$ cat config.mk
export PLATFORM = sky130hd
export DESIGN_NAME = twiddle_fetch_ctrl_flat
export DESIGN_NICKNAME = d
export VERILOG_FILES = /design/src/rtl/twiddle_fetch_ctrl_if.sv /design/src/rtl/twiddle_fetch_ctrl.sv /design/src/flat_wrapper.sv
export SDC_FILE = /design/constraint.sdc
export NUM_CORES = 1
export LEC_CHECK = 0
export BUFFER_PORTS_ARGS = -buffer_cell sky130_fd_sc_hd__buf_2
export CORE_ASPECT_RATIO = 0.9
export CORE_UTILIZATION = 50
export DETAILED_ROUTE_END_ITERATION = 8
export GPL_TIMING_DRIVEN = 0
export MAX_ROUTING_LAYER = met4
export PLACE_DENSITY = 0.84
export RECOVER_POWER = 25
export SLEW_MARGIN = 20
export SYNTH_ARGS = -nofsm -noshare
export SYNTH_HDL_FRONTEND = slang
export SYNTH_SLANG_ARGS = --single-unit
$ cat constraint.sdc
create_clock -name clk -period 2.8 [get_ports clk]
set_clock_uncertainty 0.05 [all_clocks]
set_input_delay 0.42 -clock clk [delete_from_list [all_inputs] [get_ports clk]]
set_output_delay 0.42 -clock clk [all_outputs]
set_load 0.05 [all_outputs]
$ cat src/rtl/twiddle_fetch_ctrl_if.sv
// Twiddle fetch bus: ROM read port plus the twiddle beat stream.
//   rom_addr              : registered ROM address {stage[2:0], idx[1:0]}
//   rom_re_data/im_data   : ROM read data for the address presented last cycle edge
//   tw_valid/tw_ready     : beat handshake; a beat transfers on a rising clk edge
//                           where tw_valid & tw_ready. While tw_valid is high and
//                           tw_ready is low the beat payload holds steady, and
//                           tw_valid never drops without a transfer.
//   tw_re/tw_im/tw_stage/tw_idx/tw_last : payload of the current beat
// master = the fetch controller, slave = ROM + consumer side.
interface twiddle_fetch_ctrl_if #(
    parameter int DW = 16
);
    logic [4:0]    rom_addr;
    logic [DW-1:0] rom_re_data;
    logic [DW-1:0] rom_im_data;
    logic          tw_valid;
    logic          tw_ready;
    logic [DW-1:0] tw_re;
    logic [DW-1:0] tw_im;
    logic [2:0]    tw_stage;
    logic [1:0]    tw_idx;
    logic          tw_last;

    modport master (
        output rom_addr, tw_valid, tw_re, tw_im, tw_stage, tw_idx, tw_last,
        input  rom_re_data, rom_im_data, tw_ready
    );

    modport slave (
        input  rom_addr, tw_valid, tw_re, tw_im, tw_stage, tw_idx, tw_last,
        output rom_re_data, rom_im_data, tw_ready
    );
endinterface

$ cat src/rtl/twiddle_fetch_ctrl.sv
// Twiddle fetch controller: on start, reads 4*num_stages twiddle pairs from the
// real/imaginary ROMs in address order and streams them as tagged beats.
// Ports:
//   clk, rst_n     : clock, asynchronous active-low reset
//   start          : one-cycle run request (ignored unless idle and num_stages != 0)
//   num_stages     : number of stage groups to fetch (1..7), sampled with start
//   busy           : run in progress (cycle after accepted start .. last transfer)
//   done           : one-cycle pulse the cycle after the last transfer
//   state_dbg      : current FSM state (IDLE=0, FETCH=1, DRAIN=2)
//   bus            : ROM port and twiddle beat stream (master side)
module twiddle_fetch_ctrl #(
    parameter int DW    = 16,
    parameter int GROUP = 4
) (
    input  logic                 clk,
    input  logic                 rst_n,
    input  logic                 start,
    input  logic [2:0]           num_stages,
    output logic                 busy,
    output logic                 done,
    output logic [1:0]           state_dbg,
    twiddle_fetch_ctrl_if.master bus
);
    localparam int IDXW = $clog2(GROUP);
    localparam int AW   = 3 + IDXW;

    typedef enum logic [1:0] {
        IDLE  = 2'd0,
        FETCH = 2'd1,
        DRAIN = 2'd2
    } state_t;

    state_t          state;
    logic [AW-1:0]   rom_addr;
    logic            pend;       // a read was issued last edge; its data is on the ROM outputs now
    logic [2:0]      num_q;
    logic [2:0]      last_stage;
    logic [AW-1:0]   last_addr;

    // 2-entry beat FIFO
    logic [DW-1:0]   mem_re    [2];
    logic [DW-1:0]   mem_im    [2];
    logic [2:0]      mem_stage [2];
    logic [IDXW-1:0] mem_idx   [2];
    logic            mem_last  [2];
    logic            wr_ptr;
    logic            rd_ptr;
    logic [1:0]      count;

    logic            push;
    logic            pop;
    logic            valid;
    logic [2:0]      credit;
    logic            issue_ok;

    assign last_stage = num_q - 3'd1;
    assign last_addr  = {last_stage, IDXW'(GROUP - 1)};

    assign valid = (count != 2'd0);
    assign pop   = valid & bus.tw_ready;
    assign push  = pend;

    // Occupancy the next issued read will see when it lands: buffered beats
    // plus the read in flight, less the beat leaving this cycle.
    assign credit   = {1'b0, count} + {2'b00, pend} - {2'b00, pop};
    assign issue_ok = (credit < 3'd2);

    // Control FSM: owns address generation, run bookkeeping, busy/done
    always_ff @(posedge clk or negedge rst_n) begin
        if (!rst_n) begin
            state    <= IDLE;
            rom_addr <= '0;
            pend     <= 1'b0;
            num_q    <= 3'd0;
            busy     <= 1'b0;
            done     <= 1'b0;
        end else begin
            done <= 1'b0;
            pend <= 1'b0;
            case (state)
                IDLE: begin
                    if (start && (num_stages != 3'd0)) begin
                        state    <= FETCH;
                        num_q    <= num_stages;
                        rom_addr <= '0;
                        pend     <= 1'b1;
                        busy     <= 1'b1;
                    end
                end
                FETCH: begin
                    if (rom_addr == last_addr) begin
                        state <= DRAIN;
                    end else if (issue_ok) begin
                        rom_addr <= rom_addr + AW'(1);
                        pend     <= 1'b1;
                    end
                end
                DRAIN: begin
                    // Only the final beat carries the last tag, so its
                    // transfer closes the run.
                    if (pop && mem_last[rd_ptr]) begin
                        state <= IDLE;
                        busy  <= 1'b0;
                        done  <= 1'b1;
                    end
                end
                default: state <= IDLE;
            endcase
        end
    end

    // Beat FIFO: captures ROM data with its stage/idx tag the cycle after issue
    always_ff @(posedge clk or negedge rst_n) begin
        if (!rst_n) begin
            for (int i = 0; i < 2; i++) begin
                mem_re[i]    <= '0;
                mem_im[i]    <= '0;
                mem_stage[i] <= '0;
                mem_idx[i]   <= '0;
                mem_last[i]  <= 1'b0;
            end
            wr_ptr <= 1'b0;
            rd_ptr <= 1'b0;
            count  <= 2'd0;
        end else begin
            if (push) begin
                mem_re[wr_ptr]    <= bus.rom_re_data;
                mem_im[wr_ptr]    <= bus.rom_im_data;
                mem_stage[wr_ptr] <= rom_addr[AW-1:IDXW];
                mem_idx[wr_ptr]   <= rom_addr[IDXW-1:0];
                mem_last[wr_ptr]  <= (rom_addr == last_addr);
                wr_ptr            <= ~wr_ptr;
            end
            if (pop) begin
                rd_ptr <= ~rd_ptr;
            end
            count <= count + {1'b0, push} - {1'b0, pop};
        end
    end

    assign bus.rom_addr = rom_addr;
    assign bus.tw_valid = valid;
    assign bus.tw_re    = mem_re[rd_ptr];
    assign bus.tw_im    = mem_im[rd_ptr];
    assign bus.tw_stage = mem_stage[rd_ptr];
    assign bus.tw_idx   = mem_idx[rd_ptr];
    assign bus.tw_last  = mem_last[rd_ptr];
    assign state_dbg    = state;
endmodule

$ cat src/flat_wrapper.sv
// flat-port wrapper written by rule: the top's interface ports become plain ports
module twiddle_fetch_ctrl_flat 
#(
    parameter int DW    = 16,
    parameter int GROUP = 4
)
  (clk, rst_n, start, num_stages, busy, done, state_dbg, bus_rom_addr, bus_tw_valid, bus_tw_re, bus_tw_im, bus_tw_stage, bus_tw_idx, bus_tw_last, bus_rom_re_data, bus_rom_im_data, bus_tw_ready);
  twiddle_fetch_ctrl_if #(.DW(DW)) bus_i ();
  input  logic clk;
  input  logic rst_n;
  input  logic start;
  input  logic [2:0] num_stages;
  output logic busy;
  output logic done;
  output logic [1:0] state_dbg;
  output wire logic [$bits(bus_i.rom_addr)-1:0] bus_rom_addr;
  output wire logic [$bits(bus_i.tw_valid)-1:0] bus_tw_valid;
  output wire logic [$bits(bus_i.tw_re)-1:0] bus_tw_re;
  output wire logic [$bits(bus_i.tw_im)-1:0] bus_tw_im;
  output wire logic [$bits(bus_i.tw_stage)-1:0] bus_tw_stage;
  output wire logic [$bits(bus_i.tw_idx)-1:0] bus_tw_idx;
  output wire logic [$bits(bus_i.tw_last)-1:0] bus_tw_last;
  input wire logic [$bits(bus_i.rom_re_data)-1:0] bus_rom_re_data;
  input wire logic [$bits(bus_i.rom_im_data)-1:0] bus_rom_im_data;
  input wire logic [$bits(bus_i.tw_ready)-1:0] bus_tw_ready;
  assign bus_rom_addr = bus_i.rom_addr;
  assign bus_tw_valid = bus_i.tw_valid;
  assign bus_tw_re = bus_i.tw_re;
  assign bus_tw_im = bus_i.tw_im;
  assign bus_tw_stage = bus_i.tw_stage;
  assign bus_tw_idx = bus_i.tw_idx;
  assign bus_tw_last = bus_i.tw_last;
  assign bus_i.rom_re_data = bus_rom_re_data;
  assign bus_i.rom_im_data = bus_rom_im_data;
  assign bus_i.tw_ready = bus_tw_ready;
  twiddle_fetch_ctrl #(.DW(DW), .GROUP(GROUP)) u_core (.clk(clk), .rst_n(rst_n), .start(start), .num_stages(num_stages), .busy(busy), .done(done), .state_dbg(state_dbg), .bus(bus_i));
endmodule
==> results of run 1 <==
area by class of cell:
| type | count | share of cell area (%) |
|---|---|---|
| Buffer | 13 | 1.19 |
| Clock buffer | 11 | 2.87 |
| Clock inverter | 5 | 1.70 |
| Inverter | 8 | 0.610 |
| Multi-Input combinational cell | 170 | 34.4 |
| Sequential cell | 93 | 47.3 |
| Tap cell | 96 | 2.44 |
| Timing Repair Buffer | 88 | 9.48 |
synthesized netlist by cell type (2+ instances only):
| cell | n | share of area [%] |
|---|---|---|
| o21ai_0 | 6 | 0.73 |
| xor2_1 | 4 | 0.85 |
| inv_1 | 8 | 0.73 |
| nor2_1 | 3 | 0.27 |
| mux2_1 | 2 | 0.55 |
| buf_1 | 5 | 0.46 |
| nand3_1 | 4 | 0.49 |
| mux2_2 | 112 | 31 |
| nand2_1 | 7 | 0.64 |
| dfrtp_1 | 93 | 57 |
| and3_1 | 2 | 0.30 |
| nor3b_1 | 2 | 0.37 |
| a21oi_1 | 2 | 0.24 |
| nor3_1 | 2 | 0.24 |
| ha_1 | 4 | 1.2 |
| buf_2 | 7 | 0.85 |
flip-flops by register name, summed over array words and instances, names as in the netlist, 3 cells and up:
| signal | flops |
|---|---|
| u_core.mem_re | 32 |
| u_core.mem_stage | 6 |
| u_core.mem_im | 32 |
| u_core.num_q | 3 |
| u_core.bus.rom_addr | 5 |
| u_core.mem_idx | 4 |
logic make-up (layout without fill, tap and decap cells):
logic type | count (synthesis) | after routing | synth area share, %
mux | 115 | 115 | 31.5
flops | 93 | 93 | 56.6
simple gates | 29 | 29 | 4.08
buf+inv | 21 | 125 | 2.13
compound gates | 15 | 15 | 2.37
xor+xnor | 6 | 6 | 1.61
fa+ha+maj | 5 | 5 | 1.70
routing by layer:
layer / vias to the layer above / global-route usage, % / share of wire (%)
met5: - / - / 0
met4: 0 / 5.35 / 0.99
met3: 10 / 5.35 / 5.1
met2: 74 / 33.7 / 49
met1: 1303 / 25.7 / 45
li1: 1215 / - / -
how the worst max path moves through the flow:
stage                    start                endpoint  slack (ns)  depth (start not counted)
6_report       u_core.count[1]  u_core.bus.rom_addr[3]        0.14                         10
5_1_grt        u_core.count[1]  u_core.bus.rom_addr[3]        0.02                         10
4_1_cts          u_core.rd_ptr            bus_tw_im[0]        0.07                          4
3_5_place_dp   u_core.count[1]  u_core.bus.rom_addr[3]        0.17                         10
3_3_place_gp      bus_tw_ready  u_core.bus.rom_addr[3]        0.19                         11
2_1_floorplan  u_core.count[1]  u_core.bus.rom_addr[3]        0.34                         10
critical path: cells and delay by family (launching register included):
kind	cells	cell delay [ns]
buf+inv	2	0.12
xor+xnor	1	0.19
simple gates	2	0.31
fa+ha+maj	3	0.84
flops	1	0.44
compound gates	2	0.61
stage by stage:
stage | area, sq um | instances | hold slack [ns]
2_1_floorplan | 4110 | 284 | 0.0744
3_3_place_gp | 4660 | 466 | 0.409
3_5_place_dp | 4690 | 467 | 0.349
4_1_cts | 4930 | 484 | 0.222
5_1_grt | 4920 | 484 | 0.221
6_report | 4920 | 484 | 0.241
repair_timing:
| item | CTS | global route |
|---|---|---|
| buffers inserted | 0 | 0 |
| endpoints found under the hold margin | 33 | 0 |
| hold buffers | 1 | 0 |
| resized for setup | 0 | 2 |
| setup endpoints to repair | 0 | 2 |
==> flow_summary.toml, run 1 <==
[run_status]
outcome = "finished with violations"
violations = "capacitance limit, slew limit"

[die]
fp.dieH_um = 88.0
dieWidth_um = 97.6
core_area_sq_um = 7730
io_pins = 87
die-area_sq_um = 8590
fp-row-count = 30
initial_core_util_pct = 53.2

[worst_setup_path]
cp-start-kind = "register"
cp.arrival_ns = 2.85
r2r_setup_slack_ns = 0.14
cp_max_fo = 4
crit_path_cell_trace = "o21a_1 > ha_1 > inv_1 > ha_1 > inv_1 > fa_1 > xnor2_1 > and3_1 > nand2_2 > a311o_1"
required_ns = 2.99
critPathKind = "register to register"
worst_r2r_path_depth = 10
slowest_stage = "dfrtp_1"
rr_endpoint = "u_core.bus.rom_addr[3]"
end_kind = "register"
timing.rr.start = "u_core.count[1]"
slowest_delay_ns = 0.44

[drt]
drt-total-wl_um = 7860
wire_per_inst_um = 16.2
vias_per_cell = 5.38
drc = 0
first_pass_iters = 4
vias = 2602
drtAntennaViolNets = 0
drt-initial-drc-count = 78

[yosys]
yosysSeqAreaShare_pct = 56.6
synthFlopType = "dfrtp_1"
ys_warn_count = 0
yosys.cell_types.count = 37
syn_inst = 284
synth_edf_count = 0
syn_area_sq_um = 4110
avgSynthCellArea_sq_um = 14.5
async_flop_share_pct = 100
syn_nets = 328
ys_seq_elements = 93

[clocking]
cts_tree = "done"
clk_latency_ns = 0.35
clockRootBuffer = "clkbuf_8"
clock_sinks = 93
cts_buffer_depth = 2
cts_inserted_buffers = 9
clk_pin_slew_worst_paths_ns = 0.09
cts_max_level = 3

[cells_and_area]
drive_gt1_share_pct = 58.2
final_common_cell = "mux2_2"
final_cell_mix = "111 x mux2_2, 93 x dfrtp_1, 92 x buf_2"
nets = 427
utilization_pct = 63.7
areaGrowthSynthToFinish_pct = 19.8
nFillCells = 620
multi_input_area_sq_um = 1700
seq_area_sq_um = 2330
antenna_cells = 0

[sta]
slew-limit-headroom_pct = -24.4
fin_ws_ns = 0.142
fin_crit_sh_pct = 94.9
finalHoldViolations = 0
min_period_ns = 2.66
setup_viol = 0
rsz0062_at_grt = "no"
fmax_mhz = 376
worst_slew_pin_slew_ns = 1.87
final.setup.tns_ns = 0
drv_slew = 34

[global_routing]
grt.total_usage_pct = 20.6
grt_pass1_vias = 2737
grt_start_max_net_pins = 61
antenna_found_initial = 0
grt_pass1_wl_um = 13200
grt_overflow = 0

[hold_path]
min_from = "num_stages[1]"
hold_class = "input pin to register"
hold_end = "u_core.num_q[1]"
holdPathStages = 2

[place]
routabilityCongestion = 0.754
place_hpwl_um = 5640
pre_cts_ws_ns = 0.173
io_buffers = 86

[run]
maxCapViolCount = 1
Power of run 1 is left out: the tool's default activity adds up to more than one toggle a clock period on the data nets, which glitch-free logic cannot reach.
==> run 2: changes to the inputs <==
- PLACE_DENSITY: 0.84 -> 0.79
==> flow_summary.toml, run 2 (synthesis gave the netlist of run 1 again) <==
[drt]
drt-total-wl_um = 8000
drtAntennaViolNets = 0
vias = 2600
drt-initial-drc-count = 79
drc = 0
first_pass_iters = 4
wire_per_inst_um = 16.6
vias_per_cell = 5.38

[clocking]
cts_buffer_depth = 2
clockRootBuffer = "clkbuf_8"
clock_sinks = 93
cts_tree = "done"
clk_latency_ns = 0.36
post-cts-setup-buffers = 0
clk_pin_slew_worst_paths_ns = 0.09
cts_inserted_buffers = 9
cts_max_level = 3

[run]
maxCapViolCount = 1

[place]
place_hpwl_um = 5760
routabilityCongestion = 0.820
io_buffers = 86
placed_area_sq_um = 4690

[worst_setup_path]
cp.arrival_ns = 2.86
cp_max_fo = 4
end_kind = "register"
critPathKind = "register to register"
required_ns = 2.99
cp-startpoint = "u_core.count[1]"
timing.rr.start = "u_core.count[1]"
cp-start-kind = "register"

[die]
fp.dieH_um = 88.0
die-area_sq_um = 8590
dieWidth_um = 97.6
fp-row-count = 30
initial_core_util_pct = 53.2
core_area_sq_um = 7730
io_pins = 87

[sta]
fin_crit_sh_pct = 95.2
finalHoldViolations = 0
worst_slew_pin_slew_ns = 2.33
drv_slew = 43
slew-limit-headroom_pct = -55.2
setup_viol = 0
fmax_mhz = 375
min_period_ns = 2.67
final.setup.tns_ns = 0

[cells_and_area]
multi_input_area_sq_um = 1700
seq_area_sq_um = 2330
final_cell_mix = "112 x mux2_2, 92 x buf_2, 92 x dfrtp_1"
areaGrowthSynthToFinish_pct = 19.4
drive_gt1_share_pct = 59.4
nFillCells = 617
antenna_cells = 0
nets = 426
final_common_cell = "mux2_2"
reg_top3 = "u_core.mem_im: 32 flops, u_core.mem_re: 32 flops, u_core.mem_stage: 6 flops"
design_area_sq_um = 4910

[global_routing]
grt_start_max_net_pins = 52
antenna_found_initial = 0
grt.total_usage_pct = 20.7
grt_overflow = 0
grt_pass1_wl_um = 13200
grt_pass1_vias = 2747

[run_status]
violations = "capacitance limit, slew limit"
outcome = "finished with violations"

[hold_path]
min_from = "num_stages[1]"
hold_class = "input pin to register"
==> run 2: per-layer routing <==
| layer | GRT usage [%] | wire length (um) |
|---|---|---|
| met2 | 33.8 | 3930 |
| met1 | 25.2 | 3550 |
| met4 | 6.15 | 88 |
| met3 | 6.23 | 425 |
| met5 | - | 0 |
==> run 2: final timing paths <==
kind,end,slack [ns],cells past startpoint
setup / recovery,u_core.bus.rom_addr[3],0.13,10
hold / removal,u_core.num_q[1],0.24,2
setup reg to reg,u_core.bus.rom_addr[3],0.13,10
hold reg to reg,u_core.mem_stage[2],0.44,2
max in group asynchronous,u_core.mem_im[28],0.67,1
min in group asynchronous,u_core.mem_re[13],0.70,1
==> run 2: critical path, cell delays in order (launching register included) <==
cell	delay, ns
dfrtp_2	0.45
o21a_1	0.24
ha_1	0.30
inv_1	0.05
ha_1	0.13
inv_1	0.05
fa_1	0.43
xnor2_2	0.16
and3_1	0.22
nand2_2	0.09
a311o_1	0.36
==> run 2: cell type report <==
type	count	area share (%)
Tap cell	96	2.45
Multi-Input combinational cell	170	34.7
Clock buffer	11	3.09
Buffer	13	1.20
Clock inverter	5	1.20
Inverter	8	0.612
Timing Repair Buffer	87	9.31
Sequential cell	93	47.5
==> run 2: through the flow <==
step                      worst slack (ns)  util, %  hold slack (ns)  cells
after floorplan                      0.337        -           0.0744    284
after global placement               0.195     60.3            0.413    466
after detailed placement             0.146     60.7            0.395    467
after CTS                           0.0694     63.4          0.00162    483
after global routing              -0.00599     63.5            0.229    483
final                                0.135     63.5            0.241    483
==> run 2: timing repair <==
item / in CTS / in global routing
resized for setup: 0 / 4
setup endpoints to repair: 0 / 20
hold buffers: 0 / 0
Power of run 2 is left out for the same reason.
==> run 3: changes to the inputs <==
- ABC_AREA: unset -> 1
- CTS_CLUSTER_DIAMETER: unset -> 50
==> flow_summary.toml, run 3 <==
[worst_setup_path]
cp-endpoint = "u_core.bus.rom_addr[3]"
cp.arrival_ns = 2.69
critPathKind = "register to register"
r2r_setup_slack_ns = 0.35
end_kind = "register"
cp_max_fo = 6
cp-start-kind = "register"
timing.rr.start = "u_core.count[1]"
required_ns = 3.04
cp-startpoint = "u_core.count[1]"
rr_endpoint = "u_core.bus.rom_addr[3]"
worst_r2r_path_depth = 12

[cells_and_area]
drive_gt1_share_pct = 22.1
final_cell_mix = "214 x nand2_1, 97 x buf_2, 93 x dfrtp_1"
final_common_cell = "nand2_1"
antenna_cells = 0
areaGrowthSynthToFinish_pct = 17.6
nets = 655
utilization_pct = 61.2
reg_top3 = "u_core.mem_im: 32 flops, u_core.mem_re: 32 flops, u_core.mem_stage: 6 flops"
design_area_sq_um = 4960

[run]
maxCapViolCount = 0

[place]
place_hpwl_um = 7060
routabilityCongestion = 0.794
placed_area_sq_um = 4800
io_buffers = 86

[global_routing]
antenna_found_initial = 0
grt_pass1_wl_um = 16200
grt_pass1_vias = 3360
grt_overflow = 0
grt_start_max_net_pins = 50
grt.total_usage_pct = 25.0

[sta]
min_period_ns = 2.45
slew-limit-headroom_pct = 19.6
finalHoldViolations = 0
rsz0062_at_grt = "no"
worst_slew_pin_slew_ns = 1.21
drv_slew = 0
fin_crit_sh_pct = 87.4
fmax_mhz = 408
final.setup.tns_ns = 0
setup_viol = 0

[yosys]
syn_area_sq_um = 4220
syn_inst = 513
synth_edf_count = 0
yosys.cell_types.count = 28
yosysSeqAreaShare_pct = 55.1
synth_common_cells = "214 x nand2_1, 93 x dfrtp_1, 53 x inv_1"
async_flop_share_pct = 100
synthFlopType = "dfrtp_1"
yosys.cell_count.top_type = "nand2_1"
ys_top_cells_by_area = "dfrtp_1 55%, nand2_1 19%, o21ai_0 5.9%"
avgSynthCellArea_sq_um = 8.23
synth_top_area_share_pct = 55.1
synth_top_area_cell = "dfrtp_1"
syn_nets = 557
ys_warn_count = 0
ys_seq_elements = 93

[drt]
drc = 0
drt-initial-drc-count = 259
wire_per_inst_um = 13.9
first_pass_iters = 5
drtAntennaViolNets = 0
drt-total-wl_um = 9910
vias_per_cell = 5.08
vias = 3629

[die]
die-area_sq_um = 8810
io_pins = 87
core_area_sq_um = 8110
fp-row-count = 31
fp.dieH_um = 89.2
initial_core_util_pct = 52.1
dieWidth_um = 98.8

[clocking]
postCtsHoldBufs = 0
clockRootBuffer = "clkbuf_8"
cts_buffer_depth = 2
post-cts-setup-buffers = 0
clock_sinks = 93
ctsResizeCount = 0
cts_max_level = 3
cts_tree = "done"
clk_latency_ns = 0.36
clk_pin_slew_worst_paths_ns = 0.09
cts_inserted_buffers = 9

[hold_path]
hold_class = "input pin to async pin"

[run_status]
outcome = "finished, final reports clean"
==> run 3: critical path: stages (launching register included) <==
cell,delay [ns]
dfrtp_1,0.43
o21a_1,0.24
ha_1,0.29
inv_1,0.06
ha_1,0.14
inv_1,0.05
fa_1,0.54
nand2_1,0.06
nor2_1,0.18
nand2_4,0.10
nand2_4,0.12
nand2_2,0.05
nand2_1,0.05
==> run 3: worst min-delay path by stage <==
stage	start	to	slack (ns)
after floorplan	rst_n	u_core.bus.rom_addr[0]	0.07
after global placement	u_core.state_dbg[0]	u_core.done	0.41
after detailed placement	rst_n	u_core.mem_im[8]	0.41
after CTS	rst_n	u_core.mem_im[8]	0.01
after global routing	bus_rom_re_data[2]	u_core.mem_re[18]	0.25
final	rst_n	u_core.mem_im[8]	0.20
==> run 3: final cells by class <==
class                           count  area (sq um)
Buffer                             26           151
Clock buffer                       12           155
Clock inverter                      4          30.0
Fill cell                         707          3140
Inverter                           55           206
Multi-Input combinational cell    339          1540
Sequential cell                    93          2330
Tap cell                           99           124
Timing Repair Buffer               87           435
==> run 3: metrics by stage <==
stage | instances | hold WS (ns) | setup slack (ns)
after global routing | 715 | 0.250 | 0.196
after CTS | 715 | 0.0133 | 0.332
after detailed placement | 699 | 0.414 | 0.357
final | 715 | 0.195 | 0.352
after floorplan | 513 | 0.0744 | 0.541
after global placement | 698 | 0.410 | 0.421
==> run 3: cell families (layout without fill, tap and decap cells) <==
family	after synthesis	count (layout)	synth area share (%)
buffers and inverters	81	184	8.48
adders and majority gates	5	5	1.66
DFF	93	93	55.1
xor gates and xnor gates	3	3	0.623
AOI/OAI and AO/OA	86	86	10.3
and+or+nand+nor	245	245	23.8
==> run 3: routing by layer <==
| metal | up-vias | global-route usage (%) | share of wire (%) |
|---|---|---|---|
| met1 | 1719 | 31.9 | 42 |
| li1 | 1773 | - | - |
| met3 | 15 | 5.00 | 6.6 |
| met2 | 122 | 41.1 | 50 |
| met5 | - | - | 0 |
| met4 | 0 | 6.92 | 1.4 |
Power of run 3 is left out for the same reason.
